$ cat src/rtl/display_arbiter.sv
`default_nettype none
// ============================================================================
//  Module      : display_arbiter
//  Description : Three-way round-robin arbiter that hands a shared 4-digit
//                BCD display to one requester at a time. Each owner keeps
//                the display for at least HOLD_CYCLES clocks. A short gap in
//                its request keeps the last digits on screen (linger).
//  Revision    : 1.0 - initial release
// ============================================================================
module display_arbiter #(
    parameter int HOLD_CYCLES = 200_000_000
) (
    input  logic        clk,
    input  logic        rst_n,
    input  logic [2:0]  req,
    input  logic [15:0] data0,
    input  logic [15:0] data1,
    input  logic [15:0] data2,
    output logic [2:0]  grant,
    output logic [3:0]  thousands,
    output logic [3:0]  hundreds,
    output logic [3:0]  tens,
    output logic [3:0]  ones,
    output logic        blank
);

    // Hold counter width: it only ever counts up to HOLD_CYCLES-1.
    localparam int              c_cnt_w   = $clog2(HOLD_CYCLES);
    localparam logic [c_cnt_w-1:0] c_cnt_max = c_cnt_w'(HOLD_CYCLES - 1);

    typedef enum logic [1:0] {
        ST_IDLE   = 2'd0,
        ST_SERVE  = 2'd1,
        ST_LINGER = 2'd2
    } state_t;

    // ------------------------------------------------------------------------
    // Registers
    // ------------------------------------------------------------------------
    state_t               state_q,  state_d;
    logic [1:0]           g_q,      g_d;
    logic [1:0]           ptr_q,    ptr_d;
    logic [c_cnt_w-1:0]   cnt_q,    cnt_d;
    logic [2:0]           grant_q,  grant_d;
    logic [15:0]          digits_q, digits_d;
    logic                 blank_q,  blank_d;

    // ------------------------------------------------------------------------
    // Combinational helpers
    // ------------------------------------------------------------------------
    logic [15:0]          w_data_g;
    logic                 w_req_g;
    logic                 w_hold_done;
    logic [c_cnt_w-1:0]   w_cnt_inc;
    logic [2:0]           w_others;
    logic [2:0]           w_pick_idle;   // {found, index}
    logic [2:0]           w_pick_done;   // {found, index}

    // Successor index with 2 wrapping back to 0.
    function automatic logic [1:0] next_idx(input logic [1:0] i);
        return (i == 2'd2) ? 2'd0 : i + 2'd1;
    endfunction

    function automatic logic [2:0] onehot(input logic [1:0] i);
        case (i)
            2'd0:    return 3'b001;
            2'd1:    return 3'b010;
            default: return 3'b100;
        endcase
    endfunction

    // First asserted bit of r, scanning from start and wrapping 2->0.
    // Returns {found, index}.
    function automatic logic [2:0] rr_search(input logic [2:0] r,
                                             input logic [1:0] start);
        logic [1:0] i0;
        logic [1:0] i1;
        logic [1:0] i2;
        i0 = start;
        i1 = next_idx(i0);
        i2 = next_idx(i1);
        if ((r & onehot(i0)) != 3'b000) return {1'b1, i0};
        if ((r & onehot(i1)) != 3'b000) return {1'b1, i1};
        if ((r & onehot(i2)) != 3'b000) return {1'b1, i2};
        return 3'b000;
    endfunction

    // Owner-related decode: selected data, owner request, hold status and
    // the two arbitration searches (fresh from ptr, or rotation past owner).
    always_comb begin
        case (g_q)
            2'd0:    w_data_g = data0;
            2'd1:    w_data_g = data1;
            default: w_data_g = data2;
        endcase
        w_req_g     = |(req & onehot(g_q));
        w_hold_done = (cnt_q == c_cnt_max);
        w_cnt_inc   = w_hold_done ? cnt_q : cnt_q + c_cnt_w'(1);
        w_others    = req & ~onehot(g_q);
        w_pick_idle = rr_search(req, ptr_q);
        w_pick_done = rr_search(w_others, next_idx(g_q));
    end

    // Next-state and registered-output computation.
    always_comb begin
        state_d  = state_q;
        g_d      = g_q;
        ptr_d    = ptr_q;
        cnt_d    = cnt_q;
        grant_d  = grant_q;
        digits_d = digits_q;
        blank_d  = blank_q;

        case (state_q)
            ST_IDLE: begin
                grant_d = 3'b000;
                blank_d = 1'b1;
                if (w_pick_idle[2]) begin
                    state_d = ST_SERVE;
                    g_d     = w_pick_idle[1:0];
                    ptr_d   = next_idx(w_pick_idle[1:0]);
                    cnt_d   = '0;
                    grant_d = onehot(w_pick_idle[1:0]);
                    blank_d = 1'b0;
                end
            end

            ST_SERVE, ST_LINGER: begin
                cnt_d   = w_cnt_inc;
                blank_d = 1'b0;
                // Live digits only while serving; lingering freezes them.
                if (state_q == ST_SERVE) begin
                    digits_d = w_data_g;
                end
                if (w_hold_done) begin
                    if (w_pick_done[2]) begin
                        // Hand over directly, no idle cycle between owners.
                        state_d = ST_SERVE;
                        g_d     = w_pick_done[1:0];
                        ptr_d   = next_idx(w_pick_done[1:0]);
                        cnt_d   = '0;
                        grant_d = onehot(w_pick_done[1:0]);
                    end else if (w_req_g) begin
                        state_d = ST_SERVE;
                    end else begin
                        state_d = ST_IDLE;
                        grant_d = 3'b000;
                        blank_d = 1'b1;
                    end
                end else if (w_req_g) begin
                    state_d = ST_SERVE;
                end else begin
                    state_d = ST_LINGER;
                end
            end

            default: begin
                state_d = ST_IDLE;
                grant_d = 3'b000;
                blank_d = 1'b1;
            end
        endcase
    end

    // State and output registers with synchronous active-low reset.
    always_ff @(posedge clk) begin
        if (!rst_n) begin
            state_q  <= ST_IDLE;
            g_q      <= 2'd0;
            ptr_q    <= 2'd0;
            cnt_q    <= '0;
            grant_q  <= 3'b000;
            digits_q <= 16'h0000;
            blank_q  <= 1'b1;
        end else begin
            state_q  <= state_d;
            g_q      <= g_d;
            ptr_q    <= ptr_d;
            cnt_q    <= cnt_d;
            grant_q  <= grant_d;
            digits_q <= digits_d;
            blank_q  <= blank_d;
        end
    end

    assign grant     = grant_q;
    assign thousands = digits_q[15:12];
    assign hundreds  = digits_q[11:8];
    assign tens      = digits_q[7:4];
    assign ones      = digits_q[3:0];
    assign blank     = blank_q;

endmodule
`default_nettype wire

$ cat config.mk
export PLATFORM = sky130hd
export DESIGN_NAME = display_arbiter
export DESIGN_NICKNAME = d
export VERILOG_FILES = /design/src/rtl/display_arbiter.sv
export SDC_FILE = /design/constraint.sdc
export NUM_CORES = 1
export LEC_CHECK = 0
export CORE_AREA = 4 4 84 86
export DETAILED_ROUTE_END_ITERATION = 16
export DIE_AREA = 0 0 88 90
export PLACE_DENSITY = 0.78
export SLEW_MARGIN = 20
export SYNTH_ARGS = -nofsm -noshare
export SYNTH_HDL_FRONTEND = slang
export SYNTH_SLANG_ARGS = --single-unit
$ cat constraint.sdc
create_clock -name clk -period 2.6 [get_ports clk]
set_input_delay 0.39 -clock clk [delete_from_list [all_inputs] [get_ports clk]]
set_output_delay 0.39 -clock clk [all_outputs]
set_load 0.005 [all_outputs]
# Yosys cells after proc, flatten, opt, wreduce, memory -nomap -nowiden
# Index checks and enable logic that the tools add are counted.
[op_classes] n_bitwise=9 eq_ne=23 addsub=8 n_reduce_logical=23 mux=76
[ops] cell="2-to-1 mux 28 bit" count=4
[ops] cell="2-to-1 mux 3 bit" count=22
[ops] cell="one-hot mux 3 bit (2 select lines)" count=10
[ops] cell="one-hot mux 28 bit (2 select lines)" count=1
[ops] cell="2-to-1 mux 2 bit" count=16
[ops] cell="one-hot mux 16 bit (2 select lines)" count=1
[ops] cell="adder 28 x 1 -> 28 bit (second input constant)" count=1
[ops] cell="equality test 28 bit (second input constant)" count=1
[ops] cell="AND 3 bit" count=8
[ops] cell="equality test 2 x 1 -> 1 bit (second input constant)" count=10
[ops] cell="logical NOT 2 bit" count=10
[ops] cell="2-to-1 mux 1 bit" count=18
[ops] cell="nonzero test 3 bit" count=6
[ops] cell="equality test 2 bit (second input constant)" count=8
[ops] cell="adder 2 x 1 -> 2 bit (second input constant)" count=7
[ops] cell="one-hot mux 2 bit (2 select lines)" count=3
[ops] cell="inequality test 2 bit (second input constant)" count=3
[ops] cell="AND reduction 2 bit" count=3
[ops] cell="AND reduction 4 bit" count=1
[ops] cell="inequality test 3 bit (second input constant)" count=1
[ops] cell="NOT 3 bit" count=1
[ops] cell="OR reduction 3 bit" count=1
[ops] cell="one-hot mux 1 bit (2 select lines)" count=1
[ops] cell="nonzero test 2 bit" count=1
[ops] cell="OR reduction 2 bit" count=1
[totals] in_bits=53 regBits=54

# Depth between registers and ports, before layout
# Gate-level depths: netlist of the first run.
[logic_depth] ltp_word=27 depth_mapped=9 mapped_depth_nobuf=7

# Least setup slack after synthesis of the first run
# OpenSTA, ideal clock, no wires.
[synth_timing] path_kind="register to register" from="register state_q[0]" to="register ptr_q[0]" path_stages_with_launch=8 arrival_time_ns=1.777 setup_slack_ns=0.686 cell_sequence="dfxtp_1 -> inv_1 -> ha_1 -> buf_2 -> clkinv_1 -> a2111oi_0 -> or4_1 -> mux2i_1"
[synth_between] elab_chain_len=4 word_cells_on_any_way=10 cone_classes="5 x eq/ne; 1 x mux; 4 x reduce/logical"
[synth_rtl] element="start: declaration" line="40" rtl="state_t state_q, state_d;"
[synth_rtl] element="start signal: assignment" line="176" rtl="state_q <= state_d;"
[synth_rtl] element="equality test 2 x 1 -> 1 bit or equality test 2 bit (tied branches)" line="114" rtl="case (state_q)"
[synth_rtl] element="OR reduction 2 bit" line="114"
[synth_rtl] element="inequality test 2 bit (no line) or nonzero test 2 bit (tied branches)"
[synth_rtl] element="AND reduction 4 bit (no line)"
[synth_rtl] element="end signal: assignment" line="178" rtl="ptr_q <= ptr_d;"
[synth_rtl] element="end: declaration" line="42" rtl="logic [1:0] ptr_q, ptr_d;"
# Several ways; a longest one is shown, not always the timed one.
# A chain may end at the register's enable or synchronous reset.

# Worst setup path in the final report of the first run
[layout_timing] from="input req[1]" to="register cnt_q[2]"
[layout_between] elab_chain_len=12 word_cells_on_any_way=40 cone_classes="1 x eq/ne; 25 x mux; 7 x bitwise; 7 x reduce/logical"
[layout_rtl] element="start: declaration" line="15" rtl="input logic [2:0] req,"
[layout_rtl] element="AND 3 bit" line="99" rtl="w_others = req & ~onehot(g_q);"
[layout_rtl] element="AND 3 bit" line="84" rtl="if ((r & onehot(i2)) != 3'b000) return {1'b1, i2};"
[layout_rtl] element="nonzero test 3 bit" line="84"
[layout_rtl] element="2-to-1 mux 1 bit (2 in series)" line="84"
[layout_rtl] element="2-to-1 mux 1 bit" line="83" rtl="if ((r & onehot(i1)) != 3'b000) return {1'b1, i1};"
[layout_rtl] element="2-to-1 mux 3 bit" line="85" rtl="return 3'b000;"
[layout_rtl] element="2-to-1 mux 3 bit" line="84"
[layout_rtl] element="2-to-1 mux 3 bit" line="83"
[layout_rtl] element="2-to-1 mux 28 bit" line="136" rtl="if (w_pick_done[2]) begin"
[layout_rtl] element="2-to-1 mux 28 bit" line="135" rtl="if (w_hold_done) begin"
[layout_rtl] element="one-hot mux 28 bit (2 select lines)" line="114"
[layout_rtl] element="end signal: assignment" line="179" rtl="cnt_q <= cnt_d;"
[layout_rtl] element="end: declaration" line="43" rtl="logic [c_cnt_w-1:0] cnt_q, cnt_d;"
# Several ways; a longest one is shown, not always the timed one. The select of a mux whose other input is x is not followed.

==> out/qor.txt, run 1 <==
Status: complete, no violations
EDFF count, synth: 0
DR WL/cell: 14.3 um
Final setup TNS: 0 ns
Sequential share of the synthesized area: 35.3%
Storage element area: 1080 um2
Synth Register Bits: 54
Adder-cell share of the synthesized area: 1.63%
Clock Pin Slew Worst Setup and Hold Paths: 0.09 ns
Final period utilization: 83.1%
Post-synthesis mux area share: 12.8%
Tot GR Track Use: 19.6%
Final #Nets: 496
Area of the multi-input gates: 1830 um2
Maximum clock insertion buffer count: 2
WHS: 0.465 ns
Antenna violations before repair: 0
Antenna Nets Post-Route: 0
Hold path depth: 2
Global-route congestion overflow total: 0
Fin crit period: 2.16 ns
Top_reg_cell synth: dfxtp_1
Via count: 2876
Syn_area_per_cell: 8.30 um2
Input/output buffers: 72
Num CTS Buffers: 5
YS warnings: 0
Die height: 90 um
Switching part of the total: 36.6%
Worst slew pin tran: 0.849 ns
Worst setup EP type: register
Power share of the sequential group: 36.4%
Starting Density: 48.8%
RSZ-0062 raised after global routing: no
Inserted Diodes: 0
Remaining DRCs: 0
First-pass GRT wire length: 12700 um
Leakage Power: 1.33 nW
CP Max Fanout: 27
Share of the synthesized area in the top cell type: 35.3%
Setup CP Type: input pin to register
Worst-case reg-to-reg path depth: 5
Design Power: 0.00300 W
Simple-gate share of the synthesized area: 26.5%
Area of placed instances: 3870 um2
DRT iter0 DRCs: 161
Post-Synthesis Cell Area: 3060 um2
Number of global-route vias before repair: 2869
RR Startpoint: cnt_q[4]
GP Congestion: 0.829
Global Route met2 Usage: 31.7%
Area grow syn2layout: 28.9%
Die Width: 88 um
Worst hold endpoint: grant[1]
R2R Path End: cnt_q[24]
Internal power: 0.00190 W
VDD IR max: 448 uV
Crit start category: input pin
Count leader, synth: dfxtp_1
Clock Skews: 0.0101 ns
Met1 Track Usage GR: 23.9%
Ys async rst share: 0%
Vias per Instance: 5.57
Placement Rows: 29
Die footprint: 7920 um2
Total iterations of the first detailed-routing run: 4
Dominant cell type by area after synthesis: dfxtp_1
Final setup viols: 0
Clock root cell: clkbuf_8
Total Wirelength: 7390 um
Pwr Density: 759 nW/um2
Unique masters post-synth: 54
Core ar.: 6280 um2
Io pins: 73
CTS Hold Bufs: 0
F_max: 463 MHz
DPL Wire Length: 5610 um
Critical Path AT: 2.40 ns
Clock Latency Late Sink: 0.31 ns
Max-slew headroom at the worst pin: 41.9%
Final Max Tran Viols: 0
Compound-cell area share of the yosys netlist: 13.5%
Maximum number of pins on one net before global-route repair: 38
Largest family of logic cells by synthesized area: simple AND/OR/NAND/NOR gates
Met3 Use GR: 7.13%
Synth top cells by count: 54 x dfxtp_1, 44 x nand2_1, 41 x nor2_1
Share of cells above drive strength 1: 6.15%
Clock share of power: 15.5%
GRT busiest layer: met2
Post-CTS Setup Inserts: 0
Final Hold Fails: 0
Post-synthesis cell count: 369
Synth Area in XOR/XNOR: 5.43%
CTS H-Tree Depth: 2
Critical path data required time: 2.84 ns
Resize count post-CTS: 0
Worst hold path type: register to register
R2R Setup Slk: 0.55 ns
Area contributors post-synth: dfxtp_1 35%, mux2i_1 12%, nand2_1 5.4%
Maximum capacitance violations: 0
Combinational power share: 48.2%
Design Area, Final: 3950 um2
Hold Path Origin: grant[1]
Post-Syn Nets: 426
# fillers: 563
CTS tree: done
CTS Sinks: 54
Switch Pwr: 0.00110 W
-- routing by layer --
| metal | vias to the layer above | wire, um |
|---|---|---|
| met5 | - | 0 |
| met4 | 0 | 86 |
| met3 | 8 | 668 |
| met2 | 95 | 3420 |
| met1 | 1305 | 3210 |
| li1 | 1468 | - |
-- power groups by stage --
stage	clock [W]	combinational [W]	sequential, W
floorplan	0	0.000924	0.00109
global placement	0	0.00141	0.00110
detailed placement	0	0.00145	0.00110
CTS	0.000478	0.00145	0.00109
global route	0.000510	0.00160	0.00111
finish	0.000463	0.00144	0.00109
-- logic make-up (layout without fill, tap and decap cells) --
kind of cell,after synthesis,in the layout
compound gates,64,64
xor+xnor,19,19
fa+ha+maj,4,4
buf+inv,31,101
flops,54,54
mux,39,39
simple gates,158,158
-- registers in the layout, indices dropped and copies added (netlist names) --
register and flops:
ptr_q 2, state_q 2, g_q 2, blank 1
grant 3, cnt_q 28, digits_q 16
-- through the flow --
| stage | worst slack (ns) | instances | utilization (%) |
|---|---|---|---|
| 2_1_floorplan | 0.686 | 369 | - |
| 5_1_grt | 0.260 | 516 | 62.9 |
| 3_3_place_gp | 0.194 | 509 | 61.6 |
| 3_5_place_dp | 0.154 | 509 | 61.6 |
| 4_1_cts | 0.461 | 516 | 62.9 |
| 6_report | 0.440 | 516 | 62.9 |
-- placed cells by master, fill, tap and decap left out, types with 2 or more instances in the layout --
cell	Yosys	routed
clkdlybuf4s50_1	0	72
dfxtp_1	54	54
nand2_1	44	44
nor2_1	41	41
mux2i_1	38	38
o21ai_0	23	23
xnor2_1	13	13
a21oi_1	10	10
o31ai_1	10	10
buf_4	1	10
inv_1	9	9
nand4_1	9	9
nor3_1	9	9
nand3_1	9	9
nor4_1	8	8
and4_1	6	6
xor2_1	6	6
or4_1	6	6
clkbuf_8	0	5
nor2b_1	4	4
o211ai_1	4	4
ha_1	4	4
nor2_2	3	3
and3_1	3	3
nor4b_1	3	3
and2_1	3	3
a22o_1	2	2
a31oi_1	2	2
o2111ai_1	2	2
or3_1	2	2
-- worst max-delay path: stages --
cell,delay (ns)
clkdlybuf4s50_1,0.64
mux2i_1,0.30
a22o_1,0.27
nor3_1,0.08
a221o_1,0.37
buf_12,0.17
nor3_1,0.17
-- layout make-up --
class | count | share of cell area (%)
Clock buffer | 5 | 1.74
Clock inverter | 2 | 0.349
Inverter | 11 | 1.05
Multi-Input combinational cell | 284 | 46.4
Sequential cell | 54 | 27.4
Tap cell | 77 | 2.44
Timing Repair Buffer | 83 | 20.7
-- worst max path at each step --
| stage | to | start | slack (ns) |
|---|---|---|---|
| after global routing | g_q[1] | req[2] | 0.26 |
| after global placement | grant[0] | req[1] | 0.19 |
| after detailed placement | cnt_q[8] | req[1] | 0.15 |
| after CTS | cnt_q[2] | req[1] | 0.46 |
| after floorplan | ptr_q[0] | state_q[0] | 0.69 |
| final | cnt_q[2] | req[1] | 0.44 |
Note: power is estimated with default switching activity, not from simulation.
==> inputs of run 2 (changes only) <==
Settings changed: CORE_AREA 4 4 84 86 to 4 4 88 90, DIE_AREA 0 0 88 90 to 0 0 92 94, PLACE_DENSITY 0.78 to 0.75.
Clock period 2.6 ns to 1.8 ns, I/O delays scaled along.
==> run 2 against run 1 <==
  * Sequential power up 44%
  * Register-to-register slack worse by 0.59 ns
  * Critical path depth up 1
  * Core utilization up 0.35 points
  * Largest power group unchanged
  * The flow now finishes with violations (setup timing)
==> out/qor.txt, run 2 (synthesis gave the netlist of run 1 again) <==
Violated checks: setup timing
Total Wirelength: 8030 um (was 7390 um)
Most frequent cells in the layout: 70 x clkdlybuf4s50_1, 60 x buf_4, 51 x dfxtp_1 (was 72 x clkdlybuf4s50_1, 54 x dfxtp_1, 44 x nand2_1)
DR WL/cell: 13.6 um (was 14.3 um)
Max reg flops: 28 (unchanged)
# placed instances: 577 (was 509)
Vias per Instance: 5.27 (was 5.57)
Final setup margin: -0.0442 ns (was 0.440 ns)
Final period utilization: 102%
Final Max Tran Viols: 0 (unchanged)
Input/output buffers: 72 (unchanged)
Fin crit period: 1.84 ns
Maximum clock insertion buffer count: 2 (unchanged)
Maximum capacitance violations: 0 (unchanged)
Crit path buffers/inverters: 3 (was 2)
Routed wl met2: 3870 um (was 3420 um)
Die footprint: 8650 um2 (was 7920 um2)
Worst setup EP type: register (unchanged)
Final #Nets: 548 (was 496)
# fillers: 594 (was 563)
Switch Pwr: 0.00172 W (was 0.00110 W)
Inserted Diodes: 0 (unchanged)
Final setup viols: 19 (was 0)
Top reg by flops: cnt_q (unchanged)
Via count: 3115 (was 2876)
Leakage Power: 1.61 nW (was 1.33 nW)
Die Width: 92 um (was 88 um)
Max-slew headroom at the worst pin: 76.4% (was 41.9%)
Top Metal Used: met4 (unchanged)
Status: complete, but fails checks (was complete, no violations)
Clock root cell: clkbuf_8 (unchanged)
Critical Path AT: 2.10 ns (was 2.40 ns)
Maximum number of pins on one net before global-route repair: 36 (was 38)
Setup CP Type: register to register (was input pin to register)
Clock Pin Slew Worst Setup and Hold Paths: 0.10 ns (was 0.09 ns)
F_max: 542 MHz
Total iterations of the first detailed-routing run: 4 (unchanged)
CTS H-Tree Depth: 2 (unchanged)
Combinational power share: 50.7% (was 48.2%)
GP Congestion: 0.856 (was 0.829)
Storage element area: 1080 um2 (about the same)
Global-route congestion overflow total: 0 (unchanged)
CTS Sinks: 54 (unchanged)
Antenna Nets Post-Route: 0 (unchanged)
Pre-CTS setup slack: -0.433 ns (was 0.154 ns)
Clock Skews: 0.00572 ns (was 0.0101 ns)
Area grow syn2layout: 45.7% (was 28.9%)
Crit start category: register (was input pin)
Area of the multi-input gates: 1900 um2 (was 1830 um2)
CTS tree: done (unchanged)
Design Power: 0.00490 W (was 0.00300 W)
Core ar.: 7060 um2 (was 6280 um2)
Final Hold Fails: 0 (unchanged)
Met3 WL: 620 um (was 668 um)
Remaining DRCs: 0 (unchanged)
Tot GR Track Use: 18.7% (was 19.6%)
RSZ-0062 raised after global routing: yes (was no)
Share of cells above drive strength 1: 20.3% (was 6.15%)
Power share of the sequential group: 32.1% (was 36.4%)
Starting Density: 43.4% (was 48.8%)
Layout Utilization: 63.3% (was 62.9%)
Internal power: 0.00318 W (was 0.00190 W)
Antenna violations before repair: 0 (unchanged)
CP Max Fanout: 8 (was 27)
CP max stage cell: a221o_2 (was clkdlybuf4s50_1)
Commonest non-fill, non-tap cell in the layout: clkdlybuf4s50_1 (unchanged)
VDD IR max: 535 uV (was 448 uV)
Io pins: 73 (unchanged)
Worst hold path type: register to register (unchanged)
CP peak stage delay: 0.44 ns (was 0.64 ns)
Critical path data required time: 2.05 ns (was 2.84 ns)
Final non-filler cell total: 591 (was 516)
First-pass GRT wire length: 13300 um (was 12700 um)
Post-Route M1 WL: 3440 um (was 3210 um)
DRT iter0 DRCs: 135 (was 161)
Top delay family on crit path: compound AO/OA/AOI/OAI gates (was buffers and inverters)
Pwr Density: 1100 nW/um2 (was 759 nW/um2)
DPL Wire Length: 6340 um (was 5610 um)
Num CTS Buffers: 5 (unchanged)
Final setup TNS: -0.385 ns (was 0 ns)
Die height: 94 um (was 90 um)
Placement Rows: 31 (was 29)
Number of global-route vias before repair: 3081 (was 2869)
Clock Latency Late Sink: 0.31 ns (about the same)
CP cell instances: inv_2, ha_4, inv_4, nor4_4, nor2_2, a221o_2, buf_4, a21oi_1 (was clkdlybuf4s50_1, mux2i_1, a22o_1, nor3_1, a221o_1, buf_12, nor3_1)
Clock share of power: 17.2% (was 15.5%)
Worst slew pin tran: 0.352 ns (was 0.849 ns)
Switching part of the total: 35.2% (was 36.6%)
## run 2: metal layers
| metal | global-route usage [%] | up-vias |
|---|---|---|
| met5 | 0 | - |
| met3 | 5.85 | 8 |
| met4 | 6.19 | 0 |
| li1 | - | 1566 |
| met2 | 33.2 | 80 |
| met1 | 21.2 | 1461 |
## run 2: cell type report
type,instances,share of cell area [%]
clock buffer,5,1.54
clock inverter,3,1.06
inverter,11,1.06
multi-input combinational,284,42.5
sequential,54,24.3
tap,99,2.77
timing repair buffer,135,26.8
## run 2: timing repair
action / 4_1_cts / 5_1_grt
pin swaps: 4 / 0
buffers inserted: 1 / 4
endpoints found under the setup margin: 35 / 36
gates resized for setup: 11 / 10
hold buffers: 0 / 0
gates cloned: 0 / 1
## run 2: path summary, 6_finish.rpt
check,start,end,slack (ns),cells past startpoint
max,state_q[1],cnt_q[6],-0.04,8
min,grant[2],grant[2],0.48,2
max reg2reg,state_q[1],cnt_q[6],-0.04,8
min reg2reg,grant[2],grant[2],0.48,2
## run 2: through the flow
stage          area [um2]  hold slack [ns]
6_report             4470            0.479
5_1_grt              4470            0.503
4_1_cts              4400            0.480
3_5_place_dp         4250            0.465
3_3_place_gp         4250            0.455
2_1_floorplan        3080            0.416
## run 2: worst min-delay path: cells and delay by family (launching register included)
family	cells	cell delay [ns]
and+or+nand+nor	1	0.06
DFF	1	0.33
AOI/OAI and AO/OA	1	0.05
## run 2: power by group through the flow
stage	logic, W	registers (W)	clock network, W
finish	0.00248	0.00157	0.000844
global placement	0.00231	0.00158	0
detailed placement	0.00237	0.00159	0
floorplan	0.00138	0.00159	0
CTS	0.00240	0.00157	0.000870
global route	0.00271	0.00160	0.000913
